[src/rtl/vfu_wb_arbiter.sv]
// ---------------------------------------------------------------------------
// vfu_wb_arbiter
//
// Per-lane write-back stage shared by the vector functional units. Each of
// the NrFUs result channels is buffered in its own QueueDepth-entry FIFO. A
// round-robin arbiter moves the FIFO heads onto the single VRF write port.
// The block also folds the per-FU saturation pulses into one sticky vxsat
// flag.
//
// Once a request has been presented and refused, the arbiter locks onto that
// channel. The request and its payload then stay stable until the VRF
// grants it. Every output is derived from registered state only. There is
// no combinational path from fu_req_i or vrf_gnt_i to any output.
//
// Optional feature macro: ARA_VFU_WB_STATS_EN
//   defined   -> per-channel 32-bit saturating stall counters are built
//   undefined -> stall_cnt_o is tied to zero (the port is always present)
//
// Ports
//   clk_i        clock
//   rst_ni       synchronous active-low reset
//   fu_req_i     per channel: a result is offered
//   fu_id_i      per channel: instruction ID of the offered result
//   fu_addr_i    per channel: VRF address of the offered result
//   fu_wdata_i   per channel: write data of the offered result
//   fu_be_i      per channel: byte enables of the offered result
//   fu_gnt_o     per channel: result accepted this cycle (FIFO not full)
//   fu_empty_o   per channel: FIFO empty
//   vrf_req_o    VRF write request
//   vrf_id_o     instruction ID of the selected head entry
//   vrf_addr_o   VRF address of the selected head entry
//   vrf_wdata_o  write data of the selected head entry
//   vrf_be_o     byte enables of the selected head entry
//   vrf_gnt_i    VRF accepted the current request
//   vxsat_i      per-FU saturation pulse
//   vxsat_clr_i  clear the sticky saturation flag
//   vxsat_o      registered sticky saturation flag
//   stall_cnt_o  per-channel count of cycles offered while the FIFO was full
// ---------------------------------------------------------------------------
module vfu_wb_arbiter #(
  parameter int unsigned NrFUs      = 2,
  parameter int unsigned QueueDepth = 2,
  parameter type         vaddr_t    = logic,
  parameter type         vid_t      = logic [2:0],
  parameter type         elen_t     = logic [63:0],
  parameter int unsigned DataWidth  = $bits(elen_t),
  parameter type         strb_t     = logic [DataWidth/8-1:0]
) (
  input  logic                      clk_i,
  input  logic                      rst_ni,
  input  logic   [NrFUs-1:0]        fu_req_i,
  input  vid_t   [NrFUs-1:0]        fu_id_i,
  input  vaddr_t [NrFUs-1:0]        fu_addr_i,
  input  elen_t  [NrFUs-1:0]        fu_wdata_i,
  input  strb_t  [NrFUs-1:0]        fu_be_i,
  output logic   [NrFUs-1:0]        fu_gnt_o,
  output logic   [NrFUs-1:0]        fu_empty_o,
  output logic                      vrf_req_o,
  output vid_t                      vrf_id_o,
  output vaddr_t                    vrf_addr_o,
  output elen_t                     vrf_wdata_o,
  output strb_t                     vrf_be_o,
  input  logic                      vrf_gnt_i,
  input  logic   [NrFUs-1:0]        vxsat_i,
  input  logic                      vxsat_clr_i,
  output logic                      vxsat_o,
  output logic   [NrFUs-1:0][31:0]  stall_cnt_o
);

  // -------------------------------------------------------------------------
  // Widths and types
  // -------------------------------------------------------------------------
  localparam int unsigned PtrW = (QueueDepth > 1) ? $clog2(QueueDepth) : 1;
  localparam int unsigned CntW = $clog2(QueueDepth + 1);
  localparam int unsigned SelW = (NrFUs > 1) ? $clog2(NrFUs) : 1;

  typedef logic [PtrW-1:0] ptr_t;
  typedef logic [CntW-1:0] cnt_t;
  typedef logic [SelW-1:0] sel_t;

  typedef struct packed {
    vid_t   id;
    vaddr_t addr;
    elen_t  wdata;
    strb_t  be;
  } entry_t;

  // Pointers wrap with an explicit compare. A non-power-of-two depth
  // therefore never indexes past the last entry.
  function automatic ptr_t nextPtr(input ptr_t p);
    if (p == ptr_t'(QueueDepth - 1)) begin
      return '0;
    end
    return p + 1'b1;
  endfunction

  // -------------------------------------------------------------------------
  // State
  // -------------------------------------------------------------------------
  entry_t                 memQ [NrFUs][QueueDepth];
  ptr_t   [NrFUs-1:0]     wrPtr_q, wrPtr_d;
  ptr_t   [NrFUs-1:0]     rdPtr_q, rdPtr_d;
  cnt_t   [NrFUs-1:0]     cnt_q,   cnt_d;
  sel_t                   rr_q,      rr_d;
  logic                   lock_q,    lock_d;
  sel_t                   lockSel_q, lockSel_d;
  logic                   vxsat_q,   vxsat_d;

  logic   [NrFUs-1:0]     full;
  logic   [NrFUs-1:0]     empty;
  logic   [NrFUs-1:0]     push;
  logic   [NrFUs-1:0]     pop;
  sel_t                   sel;
  logic                   found;
  int unsigned            scanIdx;
  logic                   vrfReq;
  logic                   doPop;
  entry_t                 headEntry;

  // FIFO occupancy flags come straight from the registered counters. This
  // keeps fu_gnt_o free of any path from the request or VRF grant inputs.
  always_comb begin
    full  = '0;
    empty = '0;
    for (int i = 0; i < int'(NrFUs); i++) begin
      full[i]  = (cnt_q[i] == cnt_t'(QueueDepth));
      empty[i] = (cnt_q[i] == '0);
    end
  end

  assign fu_gnt_o   = ~full;
  assign fu_empty_o = empty;
  assign push       = fu_req_i & ~full;

  // Channel selection. A held lock pins the refused channel. Otherwise the
  // scan starts at rr_q and takes the first non-empty channel, wrapping
  // modulo NrFUs.
  always_comb begin
    sel     = lockSel_q;
    found   = 1'b0;
    scanIdx = 0;
    if (!lock_q) begin
      sel = '0;
      for (int k = 0; k < int'(NrFUs); k++) begin
        scanIdx = int'(rr_q) + k;
        if (scanIdx >= NrFUs) begin
          scanIdx = scanIdx - NrFUs;
        end
        if (!found && !empty[sel_t'(scanIdx)]) begin
          sel   = sel_t'(scanIdx);
          found = 1'b1;
        end
      end
    end
  end

  assign vrfReq    = (|(~empty)) | lock_q;
  assign doPop     = vrfReq & vrf_gnt_i;
  assign headEntry = memQ[sel][rdPtr_q[sel]];

  // The head entry is gated with the request so that the payload reads as
  // zero whenever nothing is being offered, including straight after reset.
  always_comb begin
    vrf_req_o   = vrfReq;
    vrf_id_o    = '0;
    vrf_addr_o  = '0;
    vrf_wdata_o = '0;
    vrf_be_o    = '0;
    if (vrfReq) begin
      vrf_id_o    = headEntry.id;
      vrf_addr_o  = headEntry.addr;
      vrf_wdata_o = headEntry.wdata;
      vrf_be_o    = headEntry.be;
    end
  end

  // Pop only the selected channel, and only when the VRF grants a live
  // request. The empty guard means a count can never go below zero.
  always_comb begin
    pop = '0;
    for (int i = 0; i < int'(NrFUs); i++) begin
      pop[i] = doPop && (sel == sel_t'(i)) && !empty[i];
    end
  end

  // FIFO pointer and occupancy next state. A push and a pop on the same
  // channel cancel out in the count.
  always_comb begin
    wrPtr_d = wrPtr_q;
    rdPtr_d = rdPtr_q;
    cnt_d   = cnt_q;
    for (int i = 0; i < int'(NrFUs); i++) begin
      if (push[i]) begin
        wrPtr_d[i] = nextPtr(wrPtr_q[i]);
      end
      if (pop[i]) begin
        rdPtr_d[i] = nextPtr(rdPtr_q[i]);
      end
      if (push[i] && !pop[i]) begin
        cnt_d[i] = cnt_q[i] + 1'b1;
      end else if (pop[i] && !push[i]) begin
        cnt_d[i] = cnt_q[i] - 1'b1;
      end
    end
  end

  // Arbitration next state. A refused request locks the current choice. A
  // grant releases the lock and moves the round-robin start to the channel
  // after the one just served. A grant with no request is ignored.
  always_comb begin
    rr_d      = rr_q;
    lock_d    = lock_q;
    lockSel_d = lockSel_q;
    if (vrfReq && !vrf_gnt_i) begin
      lock_d    = 1'b1;
      lockSel_d = sel;
    end else if (doPop) begin
      lock_d = 1'b0;
      rr_d   = (sel == sel_t'(NrFUs - 1)) ? '0 : sel + 1'b1;
    end
  end

  // Sticky saturation. A new pulse wins over a clear in the same cycle.
  always_comb begin
    vxsat_d = (vxsat_q & ~vxsat_clr_i) | (|vxsat_i);
  end

  assign vxsat_o = vxsat_q;

  // Control state registers with synchronous active-low reset. Reset
  // empties every FIFO, which also discards the stored payloads.
  always_ff @(posedge clk_i) begin
    if (!rst_ni) begin
      wrPtr_q   <= '0;
      rdPtr_q   <= '0;
      cnt_q     <= '0;
      rr_q      <= '0;
      lock_q    <= 1'b0;
      lockSel_q <= '0;
      vxsat_q   <= 1'b0;
    end else begin
      wrPtr_q   <= wrPtr_d;
      rdPtr_q   <= rdPtr_d;
      cnt_q     <= cnt_d;
      rr_q      <= rr_d;
      lock_q    <= lock_d;
      lockSel_q <= lockSel_d;
      vxsat_q   <= vxsat_d;
    end
  end

  // FIFO storage is not reset. An entry is only ever read after a push has
  // written it, and the payload outputs are gated while no request is live.
  always_ff @(posedge clk_i) begin
    for (int i = 0; i < int'(NrFUs); i++) begin
      if (push[i]) begin
        memQ[i][wrPtr_q[i]] <= '{id:    fu_id_i[i],
                                 addr:  fu_addr_i[i],
                                 wdata: fu_wdata_i[i],
                                 be:    fu_be_i[i]};
      end
    end
  end

`ifdef ARA_VFU_WB_STATS_EN
  logic [NrFUs-1:0][31:0] stallCnt_q, stallCnt_d;

  // A stall is a cycle in which a channel offers a result while its FIFO is
  // full. The counters stop at all-ones instead of wrapping.
  always_comb begin
    stallCnt_d = stallCnt_q;
    for (int i = 0; i < int'(NrFUs); i++) begin
      if (fu_req_i[i] && full[i] && (stallCnt_q[i] != 32'hFFFF_FFFF)) begin
        stallCnt_d[i] = stallCnt_q[i] + 32'd1;
      end
    end
  end

  // Stall counters are cleared only by reset.
  always_ff @(posedge clk_i) begin
    if (!rst_ni) begin
      stallCnt_q <= '0;
    end else begin
      stallCnt_q <= stallCnt_d;
    end
  end

  assign stall_cnt_o = stallCnt_q;
`else
  assign stall_cnt_o = '0;
`endif

endmodule

[config.mk]
export PLATFORM = sky130hd
export DESIGN_NAME = vfu_wb_arbiter
export DESIGN_NICKNAME = d
export VERILOG_FILES = /design/src/rtl/vfu_wb_arbiter.sv
export SDC_FILE = /design/constraint.sdc
export NUM_CORES = 1
export LEC_CHECK = 0
export CAP_MARGIN = 10
export CORE_MARGIN = 2
export CORE_UTILIZATION = 50
export CTS_CLUSTER_SIZE = 8
export DETAILED_ROUTE_END_ITERATION = 12
export PLACE_DENSITY = 0.8
export SETUP_SLACK_MARGIN = 0.4
export SYNTH_ARGS = -nofsm -noshare
export SYNTH_HDL_FRONTEND = slang
export SYNTH_SLANG_ARGS = --single-unit
[constraint.sdc]
create_clock -name clk_i -period 4.2 [get_ports clk_i]
set_input_delay 1.05 -clock clk_i [delete_from_list [all_inputs] [get_ports clk_i]]
set_output_delay 1.05 -clock clk_i [all_outputs]
set_load 0.03 [all_outputs]
==> impl_results.md <==
* Post-Layout Cell Count at 1406
* Tightest Pin Transition at 0.693 ns
* DP HPWL at 17.3 mm
* Ys async rst share at 0%
* GR Overflow Total at 0
* Number of global-route vias before repair at 7608
* Fin crit share at 92.3%
* Worst Hold Launch: vxsat_o
* WL per Instance at 19.7 um
* Post-CTS repair timing setup buffer count at 0
* Final Max Slew Viols at 0
* Worst hold stages at 2
* CTS tree: yes
* TritonCTS Buffers at 45
* Run status: completed
* Fin. Hold Viols at 0
* Starting Density at 50.8%
* Cell type with the highest aggregate area in the netlist: edfxtp_1
* R2R cell count at 7
* Synth top cells by count: 304 x edfxtp_1, 155 x mux2i_1, 76 x mux2_2, 68 x buf_4, 68 x o21ai_0
* Crit path DAT at 2.83 ns
* Top-area cell type share of the netlist area at 69.0%
* Layout cells sized above 1 at 18.9%
* Synthesis Warnings at 0
* Core area at 0.0261 sq mm
* Worst EP required at 3.15 ns
* R2r setup slk at 1.92 ns
* Sequential fraction of the synthesis area at 70.8%
* Clk buf depth at 3
* Reg2reg end: cnt_q[1]
* Tot GR Track Use at 19.3%
* Startpoint types: flip-flop
* First-pass GRT wire length at 41.9 mm
* Post-synth top flop: edfxtp_1
* Die area at 0.0278 sq mm
* # setup viols final at 0
* Max H-tree Level at 2
* Synth Register Bits at 316
* Die Span Y at 167 um
* Hold endpoint: vxsat_o
* FMAX at 258 MHz
* Placed Instances at 1336
* Crit path kind: reg2out
* Worst vdd ir at 0.000530 V
* Syn Area/Cell at 16.7 sq um
* Area contributors post-synth: edfxtp_1 69%, mux2i_1 12%, mux2_2 6.5%
* Reg2reg start: lock_q
* Clock root cell: clkbuf_16
* Worst path max stage delay at 0.70 ns
* Placer Congestion at 0.782
* Cell Area, Placed at 0.0157 sq mm
* Via count at 7385
* Max_cap viols at 0
* Worst-path cell chain: buf_4 > and2_1 > a21oi_4 > clkbuf_16 > mux2i_1 > clkdlybuf4s50_1
* Clk Latency, worst-skew pair at 0.53 ns
* Vias per inst at 5.25
* Count leader, synth: edfxtp_1
* DRC errors left at 0
* Crit path max-delay cell type: clkdlybuf4s50_1
* Hold crit path type: reg2reg
* Initial antenna violation count at 4
* RSZ-0062 raised after global routing: true
* DR iter-0 viols at 446
* Netlist cell types at 36
* Sink Count at 316
* Final WL at 27.7 mm
* Cell Area, Synth at 0.0132 sq mm
* Slew HR at 53.8%
* Die W at 167 um
* Fin util at 65.4%
* ANT nets after route at 0
* EDFF count, synth at 304
* Pleak at 6.40 nW
* Port Buffers at 241
* Final Instance Area at 0.0170 sq mm
* Pwr/cell area at 732 mW/mm^2
* Layout Nets at 1211
* Number of cell rows at 59
* CP endpoint kind: output port
* P&R area growth vs syn at 28.7%
* Pin count of the biggest net entering global routing at 80
* Clk slew on worst S/H paths at 0.05 ns
* Post-layout minimum cycle time at 3.88 ns
* Synth Instances at 791
* I/O pin total at 306
* Worst Skew at 0.0231 ns
* Setup TNS at 0 ns
* CP Max Fanout at 27
* Pre-antenna DRT Iters at 5
-- worst max-delay path by stage --
stage          cells past startpoint  slack, ns               to   startpoint
2_1_floorplan                      1       0.88       memQ[0][0]  fu_req_i[0]
3_3_place_gp                       5       0.80  vrf_wdata_o[48]     cnt_q[3]
3_5_place_dp                       5       0.70  vrf_wdata_o[62]     cnt_q[3]
4_1_cts                            6       0.31      vrf_be_o[5]       lock_q
5_1_grt                            6       0.22  vrf_wdata_o[17]       lock_q
6_report                           6       0.32  vrf_wdata_o[17]       lock_q
-- cell families (layout without fill, tap and decap cells) --
kind of cell / Yosys count / in the layout / share of synthesized area, %
adders and majority gates: 2 / 2 / 0.189
DFF: 316 / 316 / 70.8
muxes: 231 / 231 / 18.2
xor gates and xnor gates: 4 / 4 / 0.265
and+or+nand+nor: 30 / 30 / 1.34
buffers and inverters: 114 / 326 / 5.40
other: 1 / 69 / 0.0283
AOI/OAI and AO/OA: 93 / 93 / 3.82
-- cells in the final DEF (no fill, tap or decap), types with 2 or more instances in the layout --
master / Yosys / routed
diode_2: 0 / 5
a21bo_2: 2 / 2
o21ai_0: 68 / 68
nor2_1: 4 / 4
nand3b_1: 2 / 2
edfxtp_1: 304 / 304
clkbuf_1: 20 / 15
mux2i_1: 155 / 155
clkdlybuf4s50_1: 0 / 169
inv_1: 6 / 4
buf_4: 68 / 52
dfxtp_1: 12 / 9
buf_12: 0 / 5
dfxtp_4: 0 / 2
or3_1: 2 / 2
o21ai_1: 11 / 11
clkbuf_16: 0 / 47
and3_4: 0 / 2
dlymetal6s2s_1: 0 / 12
ha_1: 2 / 2
mux2_2: 76 / 76
nand2_1: 6 / 6
a21oi_1: 5 / 5
clkinv_2: 0 / 2
and2_1: 3 / 3
dlygate4sd2_1: 0 / 14
nand2b_1: 6 / 6
conb_1: 1 / 64
xor2_1: 4 / 4
-- through the flow --
stage / power, mW / hold WS, ns / setup WS, ns
5_1_grt: 13.0 / 0.525 / 0.221
3_5_place_dp: 9.37 / 0.474 / 0.703
4_1_cts: 12.6 / 0.481 / 0.307
6_report: 12.5 / 0.482 / 0.324
2_1_floorplan: 7.59 / 0.439 / 0.882
3_3_place_gp: 9.28 / 0.457 / 0.804
-- state kept, by name (all words and copies together), names as in the netlist --
signal	cells
cnt_q	4
memQ	304
rdPtr_q	2
lockSel_q	1
lock_q	1
wrPtr_q	2
vxsat_o	1
rr_q	1
-- routing by layer --
layer	vias up	track usage [%]	share of wire, %
li1	3417	-	-
met1	3635	23.0	39
met2	286	34.1	53
met3	47	4.61	6.4
met4	0	7.23	2.5
met5	-	0	0
-- critical path, delay by kind of cell, from the launching register on --
kind	cells	cell delay (ns)
AOI/OAI and AO/OA	1	0.27
buffers and inverters	3	1.22
muxes	1	0.21
and+or+nand+nor	1	0.25
DFF	1	0.33
-- report_power, final --
group / internal [mW] / switching [mW]
logic: 1.99 / 3.02
registers: 3.99 / 0.244
clock network: 2.03 / 1.21
total: 8.01 / 4.47
-- final cells by class --
type	instances	area (sq um)
Fill cell	1785	9020
Tap cell	335	419
Clock inverter	3	68.8
Clock buffer	61	1210
Timing Repair Buffer	256	2520
Antenna cell	5	12.5
Multi-Input combinational cell	424	3410
Sequential cell	316	9380
Inverter	6	25.0
-- what timing repair did --
action,in CTS,in global routing
hold buffers,0,0
resized for setup,17,14
endpoints found under the hold margin,0,0
gates cloned,0,1
setup endpoints to repair,31,17
No activity file was read; power rests on OpenSTA's default activity.
